File: src/rtl/spi_txn_arbiter.sv
// Round-robin arbiter that shares one single-CS SPI master between two requesters.
// The granted transaction goes to the master one byte at a time; the MISO bytes come back to the owner as one word.
//
// state   | meaning
// IDLE    | no transaction; grant a request, latch count/data/owner
// SEND    | wait for TX_Ready, then issue one TX_DV for byte k
// WAIT_RX | wait for the master's RX_DV for byte k
// DONE    | Done pulse cycle for the owner
// GAP     | wait for the master to go idle (CS released) before the next grant

module spi_txn_arbiter #(
    parameter int MAX_BYTES = 2,
    parameter int CNT_W     = 2,
    parameter int TIMEOUT   = 1024
) (
    input  logic                   i_Clk,
    input  logic                   i_Rst_L,
    input  logic                   i_Req_0,
    input  logic                   i_Req_1,
    input  logic [CNT_W-1:0]       i_Count_0,
    input  logic [CNT_W-1:0]       i_Count_1,
    input  logic [8*MAX_BYTES-1:0] i_Data_0,
    input  logic [8*MAX_BYTES-1:0] i_Data_1,
    output logic                   o_Done_0,
    output logic                   o_Done_1,
    output logic                   o_Err_0,
    output logic                   o_Err_1,
    output logic [8*MAX_BYTES-1:0] o_RX_Data_0,
    output logic [8*MAX_BYTES-1:0] o_RX_Data_1,
    output logic                   o_Busy,
    output logic                   o_Owner,
    output logic [CNT_W-1:0]       o_TX_Count,
    output logic [7:0]             o_TX_Byte,
    output logic                   o_TX_DV,
    input  logic                   i_TX_Ready,
    input  logic                   i_RX_DV,
    input  logic [7:0]             i_RX_Byte
);

    localparam int DW = 8 * MAX_BYTES;
    localparam int TW = $clog2(TIMEOUT + 1);

    typedef enum logic [2:0] {
        S_IDLE,
        S_SEND,
        S_WAIT_RX,
        S_DONE,
        S_GAP
    } state_t;

    state_t           state_q, state_d;
    logic             any_req, grant_sel, rr_ptr_q, owner_q;
    logic [CNT_W-1:0] req_cnt, cnt_clamp, cnt_q, k_q;
    logic [DW-1:0]    req_data, data_aligned, tx_sr_q, rx_sr_q, rx_next;
    logic [TW-1:0]    tmr_q;
    logic             tmo, last_byte;
    logic             fin_set, fin_err, fin_owner;
    logic [DW-1:0]    fin_data;

    assign o_Owner = owner_q;

    // rr_ptr_q names the requester that wins a tie; after reset that is requester 0.
    always_comb begin
        any_req      = i_Req_0 | i_Req_1;
        grant_sel    = (i_Req_0 & i_Req_1) ? rr_ptr_q : i_Req_1;
        req_cnt      = grant_sel ? i_Count_1 : i_Count_0;
        req_data     = grant_sel ? i_Data_1 : i_Data_0;
        cnt_clamp    = (int'(req_cnt) > MAX_BYTES) ? CNT_W'(MAX_BYTES) : req_cnt;
        data_aligned = req_data << (8 * (MAX_BYTES - int'(cnt_clamp)));
        rx_next      = (rx_sr_q << 8) | DW'(i_RX_Byte);
        last_byte    = (CNT_W'(k_q + 1'b1) == cnt_q);
        tmo          = (tmr_q == '0) && (state_q inside {S_SEND, S_WAIT_RX, S_GAP});
    end

    always_ff @(posedge i_Clk or negedge i_Rst_L) begin
        if (!i_Rst_L) begin
            state_q <= S_IDLE;
        end else begin
            state_q <= state_d;
        end
    end

    // fin_* describes a completion (normal or aborted) that is reported on the next cycle.
    always_comb begin
        state_d   = state_q;
        fin_set   = 1'b0;
        fin_err   = 1'b0;
        fin_owner = owner_q;
        fin_data  = rx_sr_q;
        case (state_q)
            S_IDLE: begin
                if (any_req) begin
                    if (cnt_clamp == '0) begin
                        state_d   = S_DONE;
                        fin_set   = 1'b1;
                        fin_owner = grant_sel;
                        fin_data  = '0;
                    end else begin
                        state_d = S_SEND;
                    end
                end
            end
            S_SEND: begin
                if (i_TX_Ready) begin
                    state_d = S_WAIT_RX;
                end else if (tmo) begin
                    state_d = S_IDLE;
                    fin_set = 1'b1;
                    fin_err = 1'b1;
                end
            end
            S_WAIT_RX: begin
                if (i_RX_DV) begin
                    if (last_byte) begin
                        state_d  = S_DONE;
                        fin_set  = 1'b1;
                        fin_data = rx_next;
                    end else begin
                        state_d = S_SEND;
                    end
                end else if (tmo) begin
                    state_d = S_IDLE;
                    fin_set = 1'b1;
                    fin_err = 1'b1;
                end
            end
            S_DONE: begin
                state_d = S_GAP;
            end
            S_GAP: begin
                if (i_TX_Ready) begin
                    state_d = S_IDLE;
                end else if (tmo) begin
                    state_d = S_IDLE;
                    fin_set = 1'b1;
                    fin_err = 1'b1;
                end
            end
            default: begin
                state_d = S_IDLE;
            end
        endcase
    end

    // Down-counter reloaded on every state change; terminal count 0 means TIMEOUT cycles spent in the state.
    always_ff @(posedge i_Clk or negedge i_Rst_L) begin
        if (!i_Rst_L) begin
            tmr_q <= TW'(TIMEOUT - 1);
        end else if (state_d != state_q) begin
            tmr_q <= TW'(TIMEOUT - 1);
        end else if (tmr_q != '0) begin
            tmr_q <= tmr_q - 1'b1;
        end
    end

    always_ff @(posedge i_Clk or negedge i_Rst_L) begin
        if (!i_Rst_L) begin
            rr_ptr_q    <= 1'b0;
            owner_q     <= 1'b0;
            cnt_q       <= '0;
            k_q         <= '0;
            tx_sr_q     <= '0;
            rx_sr_q     <= '0;
            o_Busy      <= 1'b0;
            o_TX_DV     <= 1'b0;
            o_TX_Byte   <= '0;
            o_TX_Count  <= '0;
            o_Done_0    <= 1'b0;
            o_Done_1    <= 1'b0;
            o_Err_0     <= 1'b0;
            o_Err_1     <= 1'b0;
            o_RX_Data_0 <= '0;
            o_RX_Data_1 <= '0;
        end else begin
            o_TX_DV  <= 1'b0;
            o_Done_0 <= fin_set & ~fin_owner;
            o_Done_1 <= fin_set & fin_owner;
            o_Err_0  <= fin_set & fin_err & ~fin_owner;
            o_Err_1  <= fin_set & fin_err & fin_owner;
            if (fin_set && !fin_owner) begin
                o_RX_Data_0 <= fin_data;
            end
            if (fin_set && fin_owner) begin
                o_RX_Data_1 <= fin_data;
            end
            case (state_q)
                S_IDLE: begin
                    if (any_req) begin
                        owner_q  <= grant_sel;
                        rr_ptr_q <= ~grant_sel;
                        cnt_q    <= cnt_clamp;
                        tx_sr_q  <= data_aligned;
                        k_q      <= '0;
                        rx_sr_q  <= '0;
                        o_Busy   <= 1'b1;
                    end
                end
                S_SEND: begin
                    if (i_TX_Ready) begin
                        o_TX_DV    <= 1'b1;
                        o_TX_Byte  <= tx_sr_q[DW-1 -: 8];
                        tx_sr_q    <= tx_sr_q << 8;
                        o_TX_Count <= cnt_q;
                    end
                end
                S_WAIT_RX: begin
                    if (i_RX_DV) begin
                        rx_sr_q <= rx_next;
                        k_q     <= k_q + 1'b1;
                    end
                end
                default: begin
                end
            endcase
            if ((fin_set && fin_err) || (state_q == S_GAP && i_TX_Ready)) begin
                o_Busy <= 1'b0;
            end
        end
    end

endmodule
File: config.mk
export PLATFORM = sky130hd
export DESIGN_NAME = spi_txn_arbiter
export DESIGN_NICKNAME = d
export VERILOG_FILES = /design/src/rtl/spi_txn_arbiter.sv
export SDC_FILE = /design/constraint.sdc
export NUM_CORES = 1
export LEC_CHECK = 0
export ABC_AREA = 1
export ABC_CLOCK_PERIOD_IN_PS = 2150
export CORE_UTILIZATION = 25
export CTS_CLUSTER_DIAMETER = 80
export DETAILED_ROUTE_END_ITERATION = 8
export GPL_TIMING_DRIVEN = 1
export RECOVER_POWER = 25
export SLEW_MARGIN = 40
export SYNTH_ARGS = -nofsm -noshare
export SYNTH_HDL_FRONTEND = slang
export SYNTH_SLANG_ARGS = --single-unit
File: constraint.sdc
create_clock -name i_Clk -period 2.15 [get_ports i_Clk]
set_input_delay 0.43 -clock i_Clk [delete_from_list [all_inputs] [get_ports i_Clk]]
set_output_delay 0.43 -clock i_Clk [all_outputs]
set_load 0.02 [all_outputs]
Yosys cells after proc, flatten, opt, wreduce, memory -nomap -nowiden
Index checks and enable logic that the tools add are counted.

Add/subtract/negate cells: 3. Multipliers: 0. Div/mod/pow operators: 0. $lt $le $gt $ge: 1. Equal/unequal tests: 9. Shift operators: 1. Mux-type cells: 45. Bitwise gates (word level): 10. Reductions and logical operators: 23.

Operator list (count): $mux W16 (9); $pmux W16 S2 (3); $shl A16 B32 Y16 (1); $mux W11 (2); $mux W1 (16); $or A16 B8 Y16 (1); $mux W3 (5); $pmux W3 S5 (1); $mux W2 (6); $logic_not A11 Y1 (1); $reduce_bool A11 Y1 (1); $sub A11 B1 Y11 const B (1); $reduce_bool A2 Y1 (5); $and A1 B1 Y1 (6); $eq A3 B2 Y1 const B (2); $ne A2 B2 Y1 const B (3); $reduce_and A2 Y1 (3); $reduce_and A3 Y1 (2); $logic_and A1 B1 Y1 (5); $pmux W2 S2 (1); $eq A3 B1 Y1 const B (1); $eq A3 B3 Y1 const B (1); $logic_not A3 Y1 (1); $ne A3 B3 Y1 (1); other kinds (13) (14).

Register bits after elaboration: 100. Bits in latches: 0. Memory bits (writable): 0. ROM bits: 0. Logic and storage cells: 110. Memories kept: 0.

Longest topological paths before layout
Depth after elaboration: 13. Gate-level depth with buffers: 13. Mapped depth without buffers: 13.

Worst setup path before layout
No wires, ideal clock.

Path kind: reg2reg. From: reg tmr_q[0]. To: reg o_RX_Data_1[0]. Arrival time: 1.578 ns. Data required time: 2.031 ns. Setup slack: 0.453 ns. Cell stages (with the launch flop): 11. Cells stage by stage: dfstp_2 inv_1 ha_1 inv_1 nor2_1 nand4_1 nand2b_1 nand2_4 nand2_4 buf_6 o21ai_2.

Cells in the longest elaborated chain, start to end: 6. Elaborated cells on any way between the ends: 7. Those cells by class: mux: 4; reduce/logical: 3.

RTL lines: start, declared (line 55) `logic [TW-1:0] tmr_q;`; start signal, assigned (line 148) `tmr_q <= TW'(TIMEOUT - 1);`; start signal, assigned (line 150) `tmr_q <= TW'(TIMEOUT - 1);`; start signal, assigned (line 152) `tmr_q <= tmr_q - 1'b1;`; $logic_not A11 Y1 * (line 72) `tmo = (tmr_q == '0) && (state_q inside {S_SEND, S_WAIT_RX, S_GAP});`; $logic_and A1 B1 Y1 * (line 72); $mux W1 * (line 106, 121, 133); $mux W1, on equally long branches (line 104, 113); $pmux W1 S3 * (line 90) `case (state_q)`; $logic_and A1 B1 Y1 * (line 183) `if (fin_set && fin_owner) begin`; end signal, assigned (line 184) `o_RX_Data_1 <= fin_data;`; end, declared (line 29) `output logic [8*MAX_BYTES-1:0] o_RX_Data_1,`.

Mark *: on every way between the ends. The rest lies on a longest branch, timed or not. A chain may end at the register's enable or synchronous reset.

Final worst setup path
From: in i_Req_0. To: reg o_RX_Data_1[1].

Cells in the longest elaborated chain, start to end: 10. Elaborated cells on any way between the ends: 17. Those cells by class: order compare: 1; mux: 12; bitwise: 2; reduce/logical: 2.

RTL lines: start, declared (line 18) `input logic i_Req_0,`; $and A1 B1 Y1 (line 65) `grant_sel = (i_Req_0 & i_Req_1) ? rr_ptr_q : i_Req_1;`; $mux W1 (line 65); $mux W2 (line 66) `req_cnt = grant_sel ? i_Count_1 : i_Count_0;`; $gt A2 B2 Y1 (line 68) `cnt_clamp = (int'(req_cnt) > MAX_BYTES) ? CNT_W'(MAX_BYTES) : req_cnt;`; $mux W2 (line 68); $logic_not A2 Y1 (line 93) `if (cnt_clamp == '0) begin`; $mux W1 (line 93); $mux W1 (line 92) `if (any_req) begin`; $pmux W1 S3 or $mux W1 (tied branches) (line 90); $logic_and A1 B1 Y1 (line 183).

Several ways; a longest one is shown, not always the timed one.

==> impl_results.md <==
* Run status: complete, but fails checks
* Violated checks: capacitance limit, slew limit
* FF-to-FF Start: tmr_q[0]
* Seq/Total Area, Yosys at 47.7%
* Final Cycle Share at 89.6%
* Final std cells w/o fill at 1054
* Max VDD drop at 450 uV
* DPL Wire Length at 9980 um
* CP startpoint kind: input pin
* Avg WL per Cell at 12.4 um
* Met2 wire length at 5850 um
* Power per cell area at 1250 nW/um^2
* CTS Hold Bufs at 0
* Fillers at 2142
* Number of max-cap violations at 1
* Routability Congestion at 0.794
* Crit-path slowest cell: clkdlybuf4s50_1
* Root Buffer: clkbuf_16
* DP Worst Slack at -0.153 ns
* Cell count after synthesis at 646
* Clock skew at 0.00939 ns
* Crit path buffers/inverters at 1
* CTS tree: built
* Crit Path Max Fanout at 33
* Kind of critical path: in2reg
* Worst path cell trace: clkdlybuf4s50_1 > nand2_2 > nand2_2 > nand2_1 > nand2_1 > nand2_1 > o21ai_2 > nand2_4 > nand2_1 > o21ai_2
* Hold Slack at 0.483 ns
* Min setup slack post-route at 0.223 ns
* Setup TNS at 0 ns
* Total setup buffers inserted after CTS at 0
* Kind of end point of the critical path: flip-flop
* Slew Viols, Final at 30
* Worst Hold Class: reg2reg
* GRT overflow at 0
* Slew at the pin closest to its max-slew limit at 1.74 ns
* Worst reg-to-reg setup slack at 0.23 ns
* Layout net count at 831
* Resized Gates After CTS at 0
* Wl on met1 at 6310 um
* Core box area at 20400 um^2
* Unrepaired setup endpoints after global routing: no
* Syn_area_per_cell at 8.16 um^2
* Worst EP required at 2.38 ns
* Total track usage at 12.7%
* Vias per inst at 4.29
* Max Fclk at 519 MHz
* Io pins at 99
* DRC viols at 0
* Routed Wire Length at 13000 um
* Synth unique cells at 39
* Worst hold path depth at 2
* Mapped Area at 5270 um^2
* H-tree depth at 3
* Hold path startpoint: o_RX_Data_0[9]
* Drt first-iter violations at 134
* WL met3 at 756 um
* Kind of cell adding the most delay to the critical path: simple AND/OR/NAND/NOR gates
* Initial Util at 25.8%
* Final Hold Fails at 0
* Final instance area at 7150 um^2
* CP Depth at 10
* Area post-placement at 6860 um^2
* CP arrival at 2.16 ns
* 1st-pass router iterations at 4
* Number of I/O port buffers at 98
* Most frequent cells in the layout: nand2_1, clkdlybuf4s50_1, dfrtp_1
* Commonest non-fill, non-tap cell in the layout: nand2_1
* Initial antenna violation count at 0
* Std cell rows at 52
* Crit path top cell by count: nand2_1
* Top Layer Used: met4
* Setup-failing EPs final at 0
* Max clock buf depth at 2
* CP max stage delay at 0.51 ns
* Number of global-route vias before repair at 4364
* Clock Latency Late Sink at 0.35 ns
* Lkg Pwr at 0.00330 uW
* Worst R2R End: o_RX_Data_1[13]
* Max_slew headroom at -16.3%
* R2r worst-path depth at 10
* Via Count at 4520
* Hold Path End: o_RX_Data_0[9]
* Seq cells post-synth at 100
* Share of cells above drive strength 1 at 17.5%
* Fin crit period at 1.93 ns
* Remaining antenna violation count at 0
* First-pass GRT wire length at 22000 um
* Cell count after placement at 1038
* N_diodes at 0
* TritonCTS Sinks at 100
* Die width at 147 um
* Die area at 21700 um^2
* Syn nets at 698
* CP Launch Point: i_Req_0
* YS warnings at 0
* Area Overhead vs Synth at 35.6%
* CTS clk-pin slew, worst paths at 0.08 ns
* Height of the die at 147 um
* Cts bufs inserted at 9
* Pin count of the biggest net entering global routing at 35
[area by class of cell]
cell class / count / area (um^2) / area share (%)
clock buffer: 10 / 239 / 3.34
clock inverter: 6 / 52.6 / 0.735
inverter: 77 / 294 / 4.11
multi-input combinational: 448 / 2300 / 32.1
sequential: 100 / 2510 / 35.2
tap: 270 / 338 / 4.73
timing repair buffer: 143 / 1410 / 19.8
[flip-flops by register name (all words and copies together) (netlist names), 3 cells and up]
name and flops:
o_TX_Byte 8, o_RX_Data_0 16, rx_sr_q 16, tx_sr_q 16, o_RX_Data_1 16, state_q 3
tmr_q 11
[worst reg2reg max path: cells and delay by family (launching register included)]
family / cells / cell delay [ns]
simple gates: 6 / 0.89
flops: 1 / 0.54
compound gates: 1 / 0.09
fa+ha+maj: 1 / 0.21
buf+inv: 2 / 0.13
[synthesized netlist by cell type, drive strengths merged]
| cell | instances | share of area [%] |
|---|---|---|
| o221a | 1 | 0.21 |
| a21oi | 15 | 1.6 |
| or2 | 2 | 0.24 |
| a21boi | 3 | 0.43 |
| dfstp | 10 | 5.0 |
| nand2b | 1 | 0.12 |
| ha | 2 | 0.47 |
| buf | 19 | 3.0 |
| a22oi | 2 | 0.28 |
| nand3 | 39 | 4.6 |
| o21ai | 89 | 10 |
| nand2 | 199 | 15 |
| o21a | 2 | 0.28 |
| nor2 | 65 | 6.1 |
| a31oi | 2 | 0.24 |
| inv | 77 | 5.6 |
| nand3b | 4 | 0.57 |
| xor2 | 7 | 1.2 |
| o31ai | 3 | 0.43 |
| nand4 | 1 | 0.12 |
| nor3 | 3 | 0.28 |
| clkbuf | 2 | 0.14 |
| o211ai | 7 | 1.0 |
| mux2 | 1 | 0.21 |
| dfrtp | 90 | 43 |
[metal layers]
metal	vias up	GRT usage (%)
li1	2338	-
met1	2053	17.2
met2	117	19.9
met3	12	3.76
met4	0	2.94
met5	-	0
[stage by stage]
step,utilization (%),power (uW)
6_report,35.0,8930
5_1_grt,35.0,9620
4_1_cts,35.0,9040
3_5_place_dp,33.6,7400
3_3_place_gp,33.6,7340
2_1_floorplan,-,5540
[power breakdown]
group          internal [uW]  switching [uW]  leakage, uW
clock                    840             772     0.000143
combinational           1890            2560      0.00186
sequential              2490             378      0.00129
total                   5220            3710      0.00330
[kinds of logic (layout without fill, tap and decap cells)]
logic type / after synthesis / in the layout / synth area share (%)
buf+inv: 98 / 236 / 8.69
mux: 1 / 1 / 0.214
xor+xnor: 7 / 7 / 1.16
simple gates: 314 / 314 / 27.3
compound gates: 124 / 124 / 14.5
flops: 100 / 100 / 47.7
fa+ha+maj: 2 / 2 / 0.475
[worst max-delay path by stage]
| stage | slack (ns) | to |
|---|---|---|
| 6_report | 0.22 | o_RX_Data_1[1] |
| 3_5_place_dp | -0.15 | o_RX_Data_1[5] |
| 5_1_grt | 0.03 | o_RX_Data_1[14] |
| 2_1_floorplan | 0.45 | o_RX_Data_1[0] |
| 4_1_cts | 0.20 | o_RX_Data_1[1] |
| 3_3_place_gp | -0.10 | o_RX_Data_1[6] |
No activity file was read; power rests on OpenSTA's default activity.
